### src/rtl/rom_arbiter_if.sv
// Request/ROM bundle for rom_arbiter.
// master: the arbiter side (takes requests, drives the ROM).
// slave : the environment side (requesters and ROM).
interface rom_arbiter_if #(
  parameter int ADDR_W = 8,
  parameter int DATA_W = 8
);
  logic              i_req0;
  logic [ADDR_W-1:0] i_addr0;
  logic              o_ack0;
  logic              o_err0;
  logic              i_req1;
  logic [ADDR_W-1:0] i_addr1;
  logic              o_ack1;
  logic              o_err1;
  logic [DATA_W-1:0] o_data;
  logic              o_busy;
  logic              o_rom_read;
  logic [ADDR_W-1:0] o_rom_address;
  logic [DATA_W-1:0] i_rom_data;
  logic              i_rom_valid;

  modport master (
    input  i_req0, i_addr0, i_req1, i_addr1, i_rom_data, i_rom_valid,
    output o_ack0, o_err0, o_ack1, o_err1, o_data, o_busy,
           o_rom_read, o_rom_address
  );

  modport slave (
    output i_req0, i_addr0, i_req1, i_addr1, i_rom_data, i_rom_valid,
    input  o_ack0, o_err0, o_ack1, o_err1, o_data, o_busy,
           o_rom_read, o_rom_address
  );
endinterface

### src/rtl/rom_arbiter.sv
// Two-client round-robin arbiter and read sequencer for the sprite/font ROM.
// Requester 0 is the sprite fetcher, requester 1 the font renderer.
//
// state | meaning
// ------+-------------------------------------------------------------
// IDLE  | waiting for a request; no arbitration while ack/err is high
// ISSUE | read strobe high for one cycle, address held
// WAIT  | waiting for ROM valid; watchdog counts toward TIMEOUT-1
module rom_arbiter #(
  parameter int ADDR_W  = 8,
  parameter int DATA_W  = 8,
  parameter int TIMEOUT = 16
) (
  input  logic         i_clk,
  input  logic         i_rst_n,
  rom_arbiter_if.master bus
);

  typedef enum logic [1:0] {
    IDLE  = 2'd0,
    ISSUE = 2'd1,
    WAIT  = 2'd2
  } state_t;

  // Watchdog fires on the WAIT cycle whose count equals this value.
  localparam logic [7:0] TMO_LAST = 8'(TIMEOUT - 1);

  state_t            state;
  logic [7:0]        tmo_cnt;
  logic              grant;
  logic              last_grant;
  logic              pick;
  logic              resp_pending;

  logic              ack0;
  logic              ack1;
  logic              err0;
  logic              err1;
  logic              busy;
  logic              rom_read;
  logic [ADDR_W-1:0] rom_address;
  logic [DATA_W-1:0] data;

  assign resp_pending = ack0 | ack1 | err0 | err1;

  // Round-robin choice: a lone request wins, a tie goes to whoever did not win last.
  always_comb begin
    pick = 1'b0;
    if (bus.i_req0 && bus.i_req1) begin
      pick = ~last_grant;
    end else if (bus.i_req1) begin
      pick = 1'b1;
    end
  end

  // Sequencer: arbitration, read strobe, watchdog and registered responses.
  always_ff @(posedge i_clk or negedge i_rst_n) begin
    if (!i_rst_n) begin
      state       <= IDLE;
      tmo_cnt     <= '0;
      grant       <= 1'b0;
      last_grant  <= 1'b1;
      ack0        <= 1'b0;
      ack1        <= 1'b0;
      err0        <= 1'b0;
      err1        <= 1'b0;
      busy        <= 1'b0;
      rom_read    <= 1'b0;
      rom_address <= '0;
      data        <= '0;
    end else begin
      ack0     <= 1'b0;
      ack1     <= 1'b0;
      err0     <= 1'b0;
      err1     <= 1'b0;
      rom_read <= 1'b0;

      case (state)
        IDLE: begin
          // The response cycle is skipped so the owner can drop req or move its address.
          if (!resp_pending && (bus.i_req0 || bus.i_req1)) begin
            grant       <= pick;
            rom_address <= pick ? bus.i_addr1 : bus.i_addr0;
            rom_read    <= 1'b1;
            busy        <= 1'b1;
            state       <= ISSUE;
          end
        end

        ISSUE: begin
          tmo_cnt <= '0;
          state   <= WAIT;
        end

        WAIT: begin
          // Valid takes priority over the watchdog on the final count.
          if (bus.i_rom_valid) begin
            data       <= bus.i_rom_data;
            ack0       <= ~grant;
            ack1       <= grant;
            last_grant <= grant;
            busy       <= 1'b0;
            state      <= IDLE;
          end else if (tmo_cnt == TMO_LAST) begin
            err0       <= ~grant;
            err1       <= grant;
            last_grant <= grant;
            busy       <= 1'b0;
            state      <= IDLE;
          end else begin
            tmo_cnt <= tmo_cnt + 8'd1;
          end
        end

        default: begin
          busy  <= 1'b0;
          state <= IDLE;
        end
      endcase
    end
  end

  assign bus.o_ack0        = ack0;
  assign bus.o_ack1        = ack1;
  assign bus.o_err0        = err0;
  assign bus.o_err1        = err1;
  assign bus.o_busy        = busy;
  assign bus.o_rom_read    = rom_read;
  assign bus.o_rom_address = rom_address;
  assign bus.o_data        = data;

endmodule

### src/flat_wrapper.sv
// flat-port wrapper written by rule: the top's interface ports become plain ports
module rom_arbiter_flat 
#(
  parameter int ADDR_W  = 8,
  parameter int DATA_W  = 8,
  parameter int TIMEOUT = 16
)
  (i_clk, i_rst_n, bus_i_req0, bus_i_addr0, bus_i_req1, bus_i_addr1, bus_i_rom_data, bus_i_rom_valid, bus_o_ack0, bus_o_err0, bus_o_ack1, bus_o_err1, bus_o_data, bus_o_busy, bus_o_rom_read, bus_o_rom_address);
  rom_arbiter_if #(.ADDR_W(ADDR_W), .DATA_W(DATA_W)) bus_i ();
  input  logic i_clk;
  input  logic i_rst_n;
  input wire logic [$bits(bus_i.i_req0)-1:0] bus_i_req0;
  input wire logic [$bits(bus_i.i_addr0)-1:0] bus_i_addr0;
  input wire logic [$bits(bus_i.i_req1)-1:0] bus_i_req1;
  input wire logic [$bits(bus_i.i_addr1)-1:0] bus_i_addr1;
  input wire logic [$bits(bus_i.i_rom_data)-1:0] bus_i_rom_data;
  input wire logic [$bits(bus_i.i_rom_valid)-1:0] bus_i_rom_valid;
  output wire logic [$bits(bus_i.o_ack0)-1:0] bus_o_ack0;
  output wire logic [$bits(bus_i.o_err0)-1:0] bus_o_err0;
  output wire logic [$bits(bus_i.o_ack1)-1:0] bus_o_ack1;
  output wire logic [$bits(bus_i.o_err1)-1:0] bus_o_err1;
  output wire logic [$bits(bus_i.o_data)-1:0] bus_o_data;
  output wire logic [$bits(bus_i.o_busy)-1:0] bus_o_busy;
  output wire logic [$bits(bus_i.o_rom_read)-1:0] bus_o_rom_read;
  output wire logic [$bits(bus_i.o_rom_address)-1:0] bus_o_rom_address;
  assign bus_i.i_req0 = bus_i_req0;
  assign bus_i.i_addr0 = bus_i_addr0;
  assign bus_i.i_req1 = bus_i_req1;
  assign bus_i.i_addr1 = bus_i_addr1;
  assign bus_i.i_rom_data = bus_i_rom_data;
  assign bus_i.i_rom_valid = bus_i_rom_valid;
  assign bus_o_ack0 = bus_i.o_ack0;
  assign bus_o_err0 = bus_i.o_err0;
  assign bus_o_ack1 = bus_i.o_ack1;
  assign bus_o_err1 = bus_i.o_err1;
  assign bus_o_data = bus_i.o_data;
  assign bus_o_busy = bus_i.o_busy;
  assign bus_o_rom_read = bus_i.o_rom_read;
  assign bus_o_rom_address = bus_i.o_rom_address;
  rom_arbiter #(.ADDR_W(ADDR_W), .DATA_W(DATA_W), .TIMEOUT(TIMEOUT)) u_core (.i_clk(i_clk), .i_rst_n(i_rst_n), .bus(bus_i));
endmodule
### config.mk
export PLATFORM = sky130hd
export DESIGN_NAME = rom_arbiter_flat
export DESIGN_NICKNAME = d
export VERILOG_FILES = /design/src/rtl/rom_arbiter_if.sv /design/src/rtl/rom_arbiter.sv /design/src/flat_wrapper.sv
export SDC_FILE = /design/constraint.sdc
export NUM_CORES = 1
export LEC_CHECK = 0
export ABC_AREA = 1
export ABC_CLOCK_PERIOD_IN_PS = 1200
export BUFFER_PORTS_ARGS = -buffer_cell sky130_fd_sc_hd__buf_4
export CORE_ASPECT_RATIO = 1.25
export CORE_MARGIN = 5
export CORE_UTILIZATION = 25
export CTS_CLUSTER_DIAMETER = 80
export DETAILED_ROUTE_END_ITERATION = 8
export PLACE_DENSITY = 0.53
export SKIP_CTS_REPAIR_TIMING = 1
export SKIP_LAST_GASP = 1
export SYNTH_ARGS = -nofsm -noshare
export SYNTH_HDL_FRONTEND = slang
export SYNTH_SLANG_ARGS = --single-unit
### constraint.sdc
create_clock -name i_clk -period 1.2 [get_ports i_clk]
set_input_delay 0.12 -clock i_clk [delete_from_list [all_inputs] [get_ports i_clk]]
set_output_delay 0.12 -clock i_clk [all_outputs]
set_load 0.01 [all_outputs]
==> flow_metrics.env, run 1 <==
export IMPL_die_w_um=81.6
export IMPL_layout_common_cells="75 x buf_4, 71 x nand2_1, 32 x dfrtp_1"
export IMPL_ant_nets=0
export IMPL_syn_nets=218
export IMPL_failed_checks="setup timing"
export IMPL_track_usage=0.106
export IMPL_drtPass1Iterations=4
export IMPL_cts_tree="built"
export IMPL_cp_max_fo=7
export IMPL_insertion_delay_ps=290
export IMPL_crit_buf_inv=1
export IMPL_postPlaceCellArea_mm2=0.00222
export IMPL_area_sequential_um2=853
export IMPL_r2r_start="u_core.tmo_cnt[1]$_DFFE_PN0P_"
export IMPL_rsz0062_at_grt="yes"
export IMPL_grt_pass1_wl_mm=6.79
export IMPL_worstSetupEndpointType="register"
export IMPL_period_share=1.09
export IMPL_antenna_found_initial=0
export IMPL_drc=0
export IMPL_path_class="reg -> reg"
export IMPL_synth_cells=188
export IMPL_h_tree_depth=2
export IMPL_grt_pass1_vias=1611
export IMPL_status="complete, but fails checks"
export IMPL_wl_per_cell_um=11.4
export IMPL_r2r_setup_slack_ps=-110
export IMPL_p_per_area_mw_per_mm2=2120
export IMPL_setup_viol=20
export IMPL_drt_wl_total_mm=4.05
export IMPL_syn_to_final_growth_pct=58.1
export IMPL_synth_avg_cell_area_um2=8.51
export IMPL_multi_input_area_um2=798
export IMPL_nets=301
export IMPL_slew_viol_final=0
export IMPL_vias_per_cell=4.23
export IMPL_endpoint="u_core.state[1]$_DFFE_PN0P_"
export IMPL_p_leak_nw=1.30
export IMPL_synth_seq_cells=34
export IMPL_total_power_w=0.00535
export IMPL_final_layout_size_suffix_gt1_frac=0.445
export IMPL_root_buffer="clkbuf_8"
export IMPL_critPathMaxStageDelay_ps=400
export IMPL_maxCapViolCount=0
export IMPL_io_pins=51
export IMPL_place_gp_congestion=0.824
export IMPL_crit_family="flip-flops"
export IMPL_dieArea_mm2=0.00811
export IMPL_drt_iter0_drc=41
export IMPL_finalInstanceArea_mm2=0.00253
export IMPL_diodes=0
export IMPL_clock_path_buffers=2
export IMPL_hold_path_class="in -> reg"
export IMPL_die_h_um=99.5
export IMPL_rr_worst_depth=5
export IMPL_fmax_mhz=762
export IMPL_syn_cell_area_mm2=0.00160
export IMPL_finalClockSkew_ps=7.66
export IMPL_grt_max_degree=35
export IMPL_dr_total_vias=1509
export IMPL_cts_made_buffers=5
export IMPL_layout_commonest_cell="buf_4"
export IMPL_fillers=647
export IMPL_initial_core_util=0.258
export IMPL_port_buffers=50
export IMPL_dp_hpwl_mm=3.05
export IMPL_relSlewSlack=0.712
export IMPL_crit_path_top_delay_cell="dfrtp_1"
export IMPL_reg2reg_to="u_core.state[1]$_DFFE_PN0P_"
export IMPL_cp_start_kind="register"
export IMPL_vdd_ir_drop_max_v=0.00139
export IMPL_startpoint="u_core.tmo_cnt[1]$_DFFE_PN0P_"
export IMPL_final_util=0.408
export IMPL_fin_ws_ps=-112
export IMPL_max_slew_worst_pin_slew_ps=432
export IMPL_core_area_mm2=0.00621
export IMPL_grt_overflow=0
export IMPL_path_depth=5
export IMPL_required_ps=1380
export IMPL_hold_violations=0
export IMPL_synth_seq_area_share=0.532
export IMPL_synth_distinct_cells=23
export IMPL_path_cells="ha_4 > nand3_4 > o21ai_4 > nand2_4 > buf_4"
export IMPL_clk_pin_slew_worst_paths_ps=80
export IMPL_fin_hold_ws_ps=62.1
export IMPL_worstPathArrival_ps=1490
export IMPL_cts_sinks=34
export IMPL_yosys_warnings=0
export IMPL_fin_crit_ps=1310
export IMPL_std_cell_rows=32
synth_stat cells, drive strengths merged:
| cell type | n | area, um2 |
|---|---|---|
| nor2 | 17 | 66.3 |
| dfrtp | 33 | 826 |
| ha | 1 | 12.5 |
| dfstp | 1 | 26.3 |
| inv | 9 | 33.8 |
| nor3 | 3 | 26.3 |
| nand3b | 1 | 7.51 |
| nand3 | 22 | 110 |
| nor4 | 2 | 12.5 |
| o21ai | 3 | 18.8 |
| nand4 | 1 | 6.26 |
| buf | 3 | 27.5 |
| xor2 | 2 | 17.5 |
| o21bai | 1 | 7.51 |
| nand2 | 81 | 312 |
| mux2 | 8 | 90.1 |
stage by stage:
step           std cells  worst slack, ps  setup TNS [ps]
2_1_floorplan        188            -56.5            -522
3_3_place_gp         340             -126           -1010
3_5_place_dp         340             -187           -1450
4_1_cts              348             -212           -1820
5_1_grt              357             -184           -3280
6_report             357             -112           -1110
cells by family after synthesis:
group,Yosys count,synth area share
buffers and inverters,12,0.0383
DFF,34,0.532
xor gates and xnor gates,2,0.0109
adders and majority gates,1,0.00782
muxes,8,0.0563
AOI/OAI and AO/OA,4,0.0164
and+or+nand+nor,127,0.338
layer usage:
metal / up-vias / wire length, um / global-route usage
li1: 767 / - / -
met1: 697 / 1560 / 0.110
met2: 38 / 2130 / 0.187
met3: 7 / 288 / 0.0371
met4: 0 / 74 / 0.0507
met5: - / 0 / 0
worst min path at each step:
stage	from	end	slack, ps	depth (start not counted)
floorplan	i_rst_n	u_core.bus.o_ack0$_DFF_PN0_	-180	0
global placement	i_rst_n	u_core.bus.o_rom_address[2]$_DFFE_PN0P_	100	1
detailed placement	i_rst_n	u_core.bus.o_rom_address[2]$_DFFE_PN0P_	100	1
CTS	i_rst_n	u_core.grant$_DFFE_PN0P_	-210	1
global route	bus_i_rom_data[5]	u_core.bus.o_data[5]$_DFFE_PN0N_	60	2
finish	bus_i_rom_data[1]	u_core.bus.o_data[1]$_DFFE_PN0N_	60	2
power by group:
group	total [W]	leakage, nW	switching (W)	internal, W
Clock	0.00126	0.0683	0.000431	0.000832
Combinational	0.00228	0.801	0.00113	0.00115
Sequential	0.00181	0.431	0.000245	0.00157
state kept, by name, summed over array words and instances (netlist names), 2 cells and up:
register	count
u_core.bus.o_data	8
u_core.bus.o_rom_address	8
u_core.state	2
u_core.tmo_cnt	8
cell type report:
type | count | share of cell area
Clock inverter | 3 | 0.0272
Inverter | 9 | 0.0153
Clock buffer | 5 | 0.0272
Tap cell | 85 | 0.0420
Timing Repair Buffer | 78 | 0.235
Multi-Input combinational cell | 143 | 0.316
Sequential cell | 34 | 0.337
(Power assumes the default switching activity.)
==> run 2: changes to the inputs <==
- SETUP_SLACK_MARGIN: not set -> 0.2
==> flow_metrics.env, run 2 (same netlist as run 1, synthesis figures left out) <==
export IMPL_status="complete, but fails checks"
export IMPL_failed_checks="setup timing"
export IMPL_hold_violations=0
export IMPL_std_cell_rows=32
export IMPL_grt_max_degree=35
export IMPL_h_tree_depth=2
export IMPL_diodes=0
export IMPL_worstPathArrival_ps=1490
export IMPL_vias_per_cell=4.26
export IMPL_final_layout_size_suffix_gt1_frac=0.403
export IMPL_total_power_w=0.00542
export IMPL_wl_per_cell_um=11.4
export IMPL_core_area_mm2=0.00621
export IMPL_r2r_setup_slack_ps=-80
export IMPL_worstSetupEndpointType="register"
export IMPL_dr_total_vias=1504
export IMPL_cts_tree="built"
export IMPL_reg2reg_to="u_core.tmo_cnt[0]$_DFFE_PN0P_"
export IMPL_critPathMaxStageDelay_ps=400
export IMPL_whs_path_depth=2
export IMPL_p_per_area_mw_per_mm2=2160
export IMPL_grt_pass1_vias=1522
export IMPL_dieArea_mm2=0.00811
export IMPL_root_buffer="clkbuf_8"
export IMPL_drtPass1Iterations=4
export IMPL_slew_viol_final=0
export IMPL_path_cells="ha_4 > nand3_4 > o21ai_4 > buf_6 > nand3_1 > o21ai_1"
export IMPL_layout_commonest_cell="nand2_1"
export IMPL_ant_nets=0
export IMPL_place_gp_congestion=0.831
export IMPL_cts_sinks=34
export IMPL_p_leak_nw=1.31
export IMPL_track_usage=0.106
export IMPL_layout_common_cells="77 x nand2_1, 70 x buf_4, 33 x dfrtp_1"
export IMPL_insertion_delay_ps=280
export IMPL_vdd_ir_drop_max_v=0.000982
export IMPL_startpoint="u_core.tmo_cnt[1]$_DFFE_PN0P_"
export IMPL_port_buffers=50
export IMPL_period_share=1.07
export IMPL_drt_iter0_drc=61
export IMPL_crit_path_top_delay_cell="dfrtp_1"
export IMPL_fmax_mhz=782
export IMPL_fin_crit_ps=1280
export IMPL_drt_wl_total_mm=4.04
export IMPL_cts_made_buffers=5
export IMPL_cp_start_kind="register"
export IMPL_syn_to_final_growth_pct=56.8
export IMPL_hold_path_class="in -> reg"
export IMPL_required_ps=1410
export IMPL_drc=0
export IMPL_max_slew_worst_pin_slew_ps=439
export IMPL_setup_viol=21
export IMPL_clock_path_buffers=2
export IMPL_die_h_um=99.5
export IMPL_io_pins=51
export IMPL_clk_pin_slew_worst_paths_ps=80
export IMPL_die_w_um=81.6
export IMPL_r2r_start="u_core.tmo_cnt[1]$_DFFE_PN0P_"
export IMPL_finalInstanceArea_mm2=0.00251
export IMPL_relSlewSlack=0.707
export IMPL_cp_max_fo=5
export IMPL_path_class="reg -> reg"
export IMPL_postPlaceCellArea_mm2=0.00228
export IMPL_antenna_found_initial=0
export IMPL_rsz0062_at_grt="yes"
export IMPL_maxCapViolCount=0
export IMPL_hp_start="bus_i_rom_data[5]"
export IMPL_rr_worst_depth=6
export IMPL_dp_hpwl_mm=3.02
export IMPL_fin_ws_ps=-79.0
export IMPL_grt_overflow=0
export IMPL_initial_core_util=0.258
export IMPL_finalClockSkew_ps=3.90
export IMPL_grt_pass1_wl_mm=6.82
export IMPL_hold_end="u_core.bus.o_data[5]$_DFFE_PN0N_"
export IMPL_nets=297
[run 2: changes by cell type in the layout (fill, tap and decap cells not counted), sizes merged]
| cell | delta |
|---|---|
| buf | -4 |
[run 2: per-layer routing]
layer / up-vias / routed length [um] / GRT usage / part of all wire
met1: 697 / 1710 / 0.130 / 0.42
met4: 0 / 58 / 0.0351 / 0.014
met5: - / 0 / 0 / 0
met3: 6 / 250 / 0.0335 / 0.062
met2: 38 / 2020 / 0.173 / 0.50
li1: 763 / - / - / -
[run 2: where the power goes]
part / internal (W) / total (W) / leakage (nW) / switching, W
Sequential: 0.00156 / 0.00183 / 0.432 / 0.000270
Clock: 0.000833 / 0.00128 / 0.0683 / 0.000449
Combinational: 0.00118 / 0.00231 / 0.813 / 0.00112
[run 2: critical path: cells and delay by family (launching register included)]
| family | cells | cell delay [ps] |
|---|---|---|
| flip-flops | 1 | 400 |
| AO/OA/AOI/OAI | 2 | 320 |
| adder cells (fa/ha/maj) | 1 | 180 |
| buffers and inverters | 1 | 150 |
| AND/OR/NAND/NOR | 2 | 150 |
[run 2: final cells by class]
type	instances	area (um2)
clock buffer	5	68.8
clock inverter	3	68.8
fill	654	3700
inverter	9	41.3
multi-input combinational	143	803
sequential	34	852
tap	85	106
timing repair buffer	74	569
[run 2: worst max-delay path by stage]
stage	to	slack, ps
detailed placement	u_core.tmo_cnt[3]$_DFFE_PN0P_	-70
CTS	u_core.tmo_cnt[7]$_DFFE_PN0P_	-90
floorplan	u_core.bus.o_rom_address[0]$_DFFE_PN0P_	-60
finish	u_core.tmo_cnt[0]$_DFFE_PN0P_	-80
global placement	u_core.tmo_cnt[3]$_DFFE_PN0P_	-50
global route	u_core.tmo_cnt[5]$_DFFE_PN0P_	-160
[run 2: per-stage QoR]
step | instances | setup TNS [ps] | util | hold slack, ps | setup WS [ps]
global route | 353 | -2470 | 0.404 | 44.5 | -165
finish | 353 | -761 | 0.404 | 57.5 | -79.0
global placement | 342 | -475 | 0.367 | 97.3 | -48.6
detailed placement | 342 | -588 | 0.367 | 100 | -67.9
CTS | 350 | -935 | 0.389 | -219 | -87.5
floorplan | 188 | -487 | - | -176 | -56.5
==> run 3: changes to the inputs <==
- ABC_AREA: 1 -> not set
==> flow_metrics.env, run 3 <==
export IMPL_status="complete, but fails checks"
export IMPL_failed_checks="setup timing"
export IMPL_synth_xor_area_frac=0.0111
export IMPL_layout_common_cells="75 x buf_4, 31 x dfrtp_1, 13 x nand2_1"
export IMPL_fin_crit_ps=1590
export IMPL_slew_viol_final=0
export IMPL_relSlewSlack=0.711
export IMPL_grt_max_degree=35
export IMPL_grt_pass1_vias=1380
export IMPL_period_share=1.33
export IMPL_instances_no_fill=301
export IMPL_max_slew_worst_pin_slew_ps=434
export IMPL_diodes=0
export IMPL_synth_edf_count=0
export IMPL_dieArea_mm2=0.00802
export IMPL_syn_cell_area_mm2=0.00158
export IMPL_cts_tree="built"
export IMPL_syn_nets=166
export IMPL_whs_path_depth=2
export IMPL_initial_core_util=0.256
export IMPL_synth_avg_cell_area_um2=11.6
export IMPL_required_ps=1370
export IMPL_p_per_area_mw_per_mm2=2040
export IMPL_dr_total_vias=1304
export IMPL_drtPass1Iterations=4
export IMPL_path_class="reg -> reg"
export IMPL_synth_distinct_cells=39
export IMPL_synth_seq_cells=34
export IMPL_synth_fa_ha_area_frac=0.00792
export IMPL_finalClockSkew_ps=8.12
export IMPL_nets=245
export IMPL_drt_wl_total_mm=3.99
export IMPL_maxCapViolCount=0
export IMPL_cp_max_fo=4
export IMPL_synth_seq_area_share=0.539
export IMPL_wl_per_cell_um=13.3
export IMPL_layout_commonest_cell="buf_4"
export IMPL_synth_compound_area_frac=0.132
export IMPL_cp_start_kind="register"
export IMPL_vdd_ir_drop_max_v=0.000644
export IMPL_synth_top_family_by_area="simple AND/OR/NAND/NOR gates"
export IMPL_grt_pass1_wl_mm=6.61
export IMPL_r2r_setup_slack_ps=-390
export IMPL_synth_top_area_share=0.523
export IMPL_dp_cells=290
export IMPL_p_leak_nw=1.19
export IMPL_fin_hold_ws_ps=61.8
export IMPL_drc=0
export IMPL_std_cell_rows=32
export IMPL_synth_common_cells="33 x dfrtp_1, 14 x nand2_1, 10 x mux2_2"
export IMPL_h_tree_depth=2
export IMPL_yosysMostFrequentCell="dfrtp_1"
export IMPL_rsz0062_at_grt="yes"
export IMPL_insertion_delay_ps=290
export IMPL_synth_simple_area_share=0.145
export IMPL_vias_per_cell=4.33
export IMPL_io_pins=51
export IMPL_synth_cells=136
export IMPL_yosys_warnings=0
export IMPL_synth_top_flop_cell="dfrtp_1"
export IMPL_drt_iter0_drc=57
export IMPL_cts_sinks=34
export IMPL_fmax_mhz=629
export IMPL_grt_overflow=0
export IMPL_synthMuxAreaShare=0.122
export IMPL_place_gp_congestion=0.810
export IMPL_r2r_start="u_core.tmo_cnt[4]$_DFFE_PN0P_"
export IMPL_synth_largest_area_cell="dfrtp_1"
export IMPL_antenna_found_initial=0
export IMPL_reg2reg_to="u_core.tmo_cnt[1]$_DFFE_PN0P_"
export IMPL_finalInstanceArea_mm2=0.00247
export IMPL_syn_to_final_growth_pct=56.1
export IMPL_hp_start="bus_i_rom_data[5]"
export IMPL_synth_area_leaders="dfrtp_1 52%, mux2_2 7.1%, mux2i_1 5.1%"
export IMPL_root_buffer="clkbuf_8"
export IMPL_fillers=652
export IMPL_hold_violations=0
export IMPL_dp_hpwl_mm=3.05
export IMPL_cts_made_buffers=5
export IMPL_setup_viol=30
export IMPL_hold_path_class="in -> reg"
export IMPL_die_h_um=98.9
export IMPL_final_layout_size_suffix_gt1_frac=0.537
export IMPL_hold_end="u_core.bus.o_data[5]$_DFFE_PN0N_"
export IMPL_track_usage=0.109
export IMPL_port_buffers=50
export IMPL_fin_setup_tns_ps=-5220
export IMPL_async_flop_share=1.00
export IMPL_core_area_mm2=0.00617
export IMPL_worstPathArrival_ps=1760
export IMPL_rr_worst_depth=5
export IMPL_ant_nets=0
export IMPL_die_w_um=81.1
export IMPL_clock_path_buffers=2
export IMPL_clk_pin_slew_worst_paths_ps=70
export IMPL_postPlaceCellArea_mm2=0.00232
export IMPL_worstSetupEndpointType="register"
export IMPL_pre_cts_ws_ps=-374
export IMPL_fin_ws_ps=-391
==> run 3: changes by cell type after synthesis, moves of 8 or more <==
| cell | previous run | this run |
|---|---|---|
| nand2_1 | 78 | 14 |
| o21ai_0 | 1 | 9 |
| nand3_1 | 22 | 3 |
| nor2_1 | 16 | 7 |
| mux2i_1 | 0 | 8 |
==> run 3: metal layers <==
| layer | track usage | vias up | share of wire |
|---|---|---|---|
| met5 | 0 | - | 0 |
| met4 | 0.0429 | 0 | 0.021 |
| met3 | 0.0338 | 9 | 0.049 |
| met2 | 0.183 | 29 | 0.52 |
| met1 | 0.126 | 618 | 0.41 |
| li1 | - | 648 | - |
==> run 3: how the worst max path moves through the flow <==
stage | startpoint | end | slack [ps] | cells after the start
final | u_core.tmo_cnt[4]$_DFFE_PN0P_ | u_core.tmo_cnt[1]$_DFFE_PN0P_ | -390 | 5
after global routing | u_core.tmo_cnt[4]$_DFFE_PN0P_ | u_core.tmo_cnt[1]$_DFFE_PN0P_ | -450 | 5
after CTS | u_core.tmo_cnt[7]$_DFFE_PN0P_ | u_core.bus.o_err0$_DFF_PN0_ | -370 | 4
after detailed placement | u_core.tmo_cnt[7]$_DFFE_PN0P_ | u_core.tmo_cnt[3]$_DFFE_PN0P_ | -370 | 4
after global placement | u_core.tmo_cnt[7]$_DFFE_PN0P_ | u_core.tmo_cnt[3]$_DFFE_PN0P_ | -320 | 4
after floorplan | u_core.tmo_cnt[4]$_DFFE_PN0P_ | u_core.tmo_cnt[3]$_DFFE_PN0P_ | -340 | 4
==> run 3: worst max-delay path: stages, from the launching register on <==
cell and delay, ps:
dfrtp_2 420, nor4_4 340, buf_4 180, a41oi_4 100
a31o_1 230, a22o_1 200
==> run 3: metrics by stage <==
step / total power, W / util
after global routing: 0.00541 / 0.400
after CTS: 0.00506 / 0.391
final: 0.00504 / 0.400
after floorplan: 0.00305 / -
after detailed placement: 0.00416 / 0.376
after global placement: 0.00415 / 0.376
==> run 3: where the power goes <==
group	internal, W	leakage (nW)	switching, W	total [W]
clock network	0.000463	0.0482	0.000410	0.000873
registers	0.00156	0.427	0.000276	0.00184
logic	0.00130	0.714	0.00102	0.00233
total	0.00333	1.19	0.00171	0.00504
==> run 3: cells by family (layout without fill, tap and decap cells) <==
group                    after synthesis  after routing
AND/OR/NAND/NOR                       43             43
adder cells (fa/ha/maj)                1              1
XOR/XNOR                               2              2
multiplexers                          18             18
flip-flops                            34             34
buffers and inverters                 11             91
AO/OA/AOI/OAI                         27             27
==> run 3: cell type report <==
class / count / area [um2] / area share
inverter: 5 / 18.8 / 0.00761
sequential: 34 / 855 / 0.346
timing repair buffer: 78 / 604 / 0.245
clock buffer: 7 / 86.3 / 0.0350
tap: 85 / 106 / 0.0431
clock inverter: 1 / 5.00 / 0.00203
multi-input combinational: 91 / 792 / 0.321
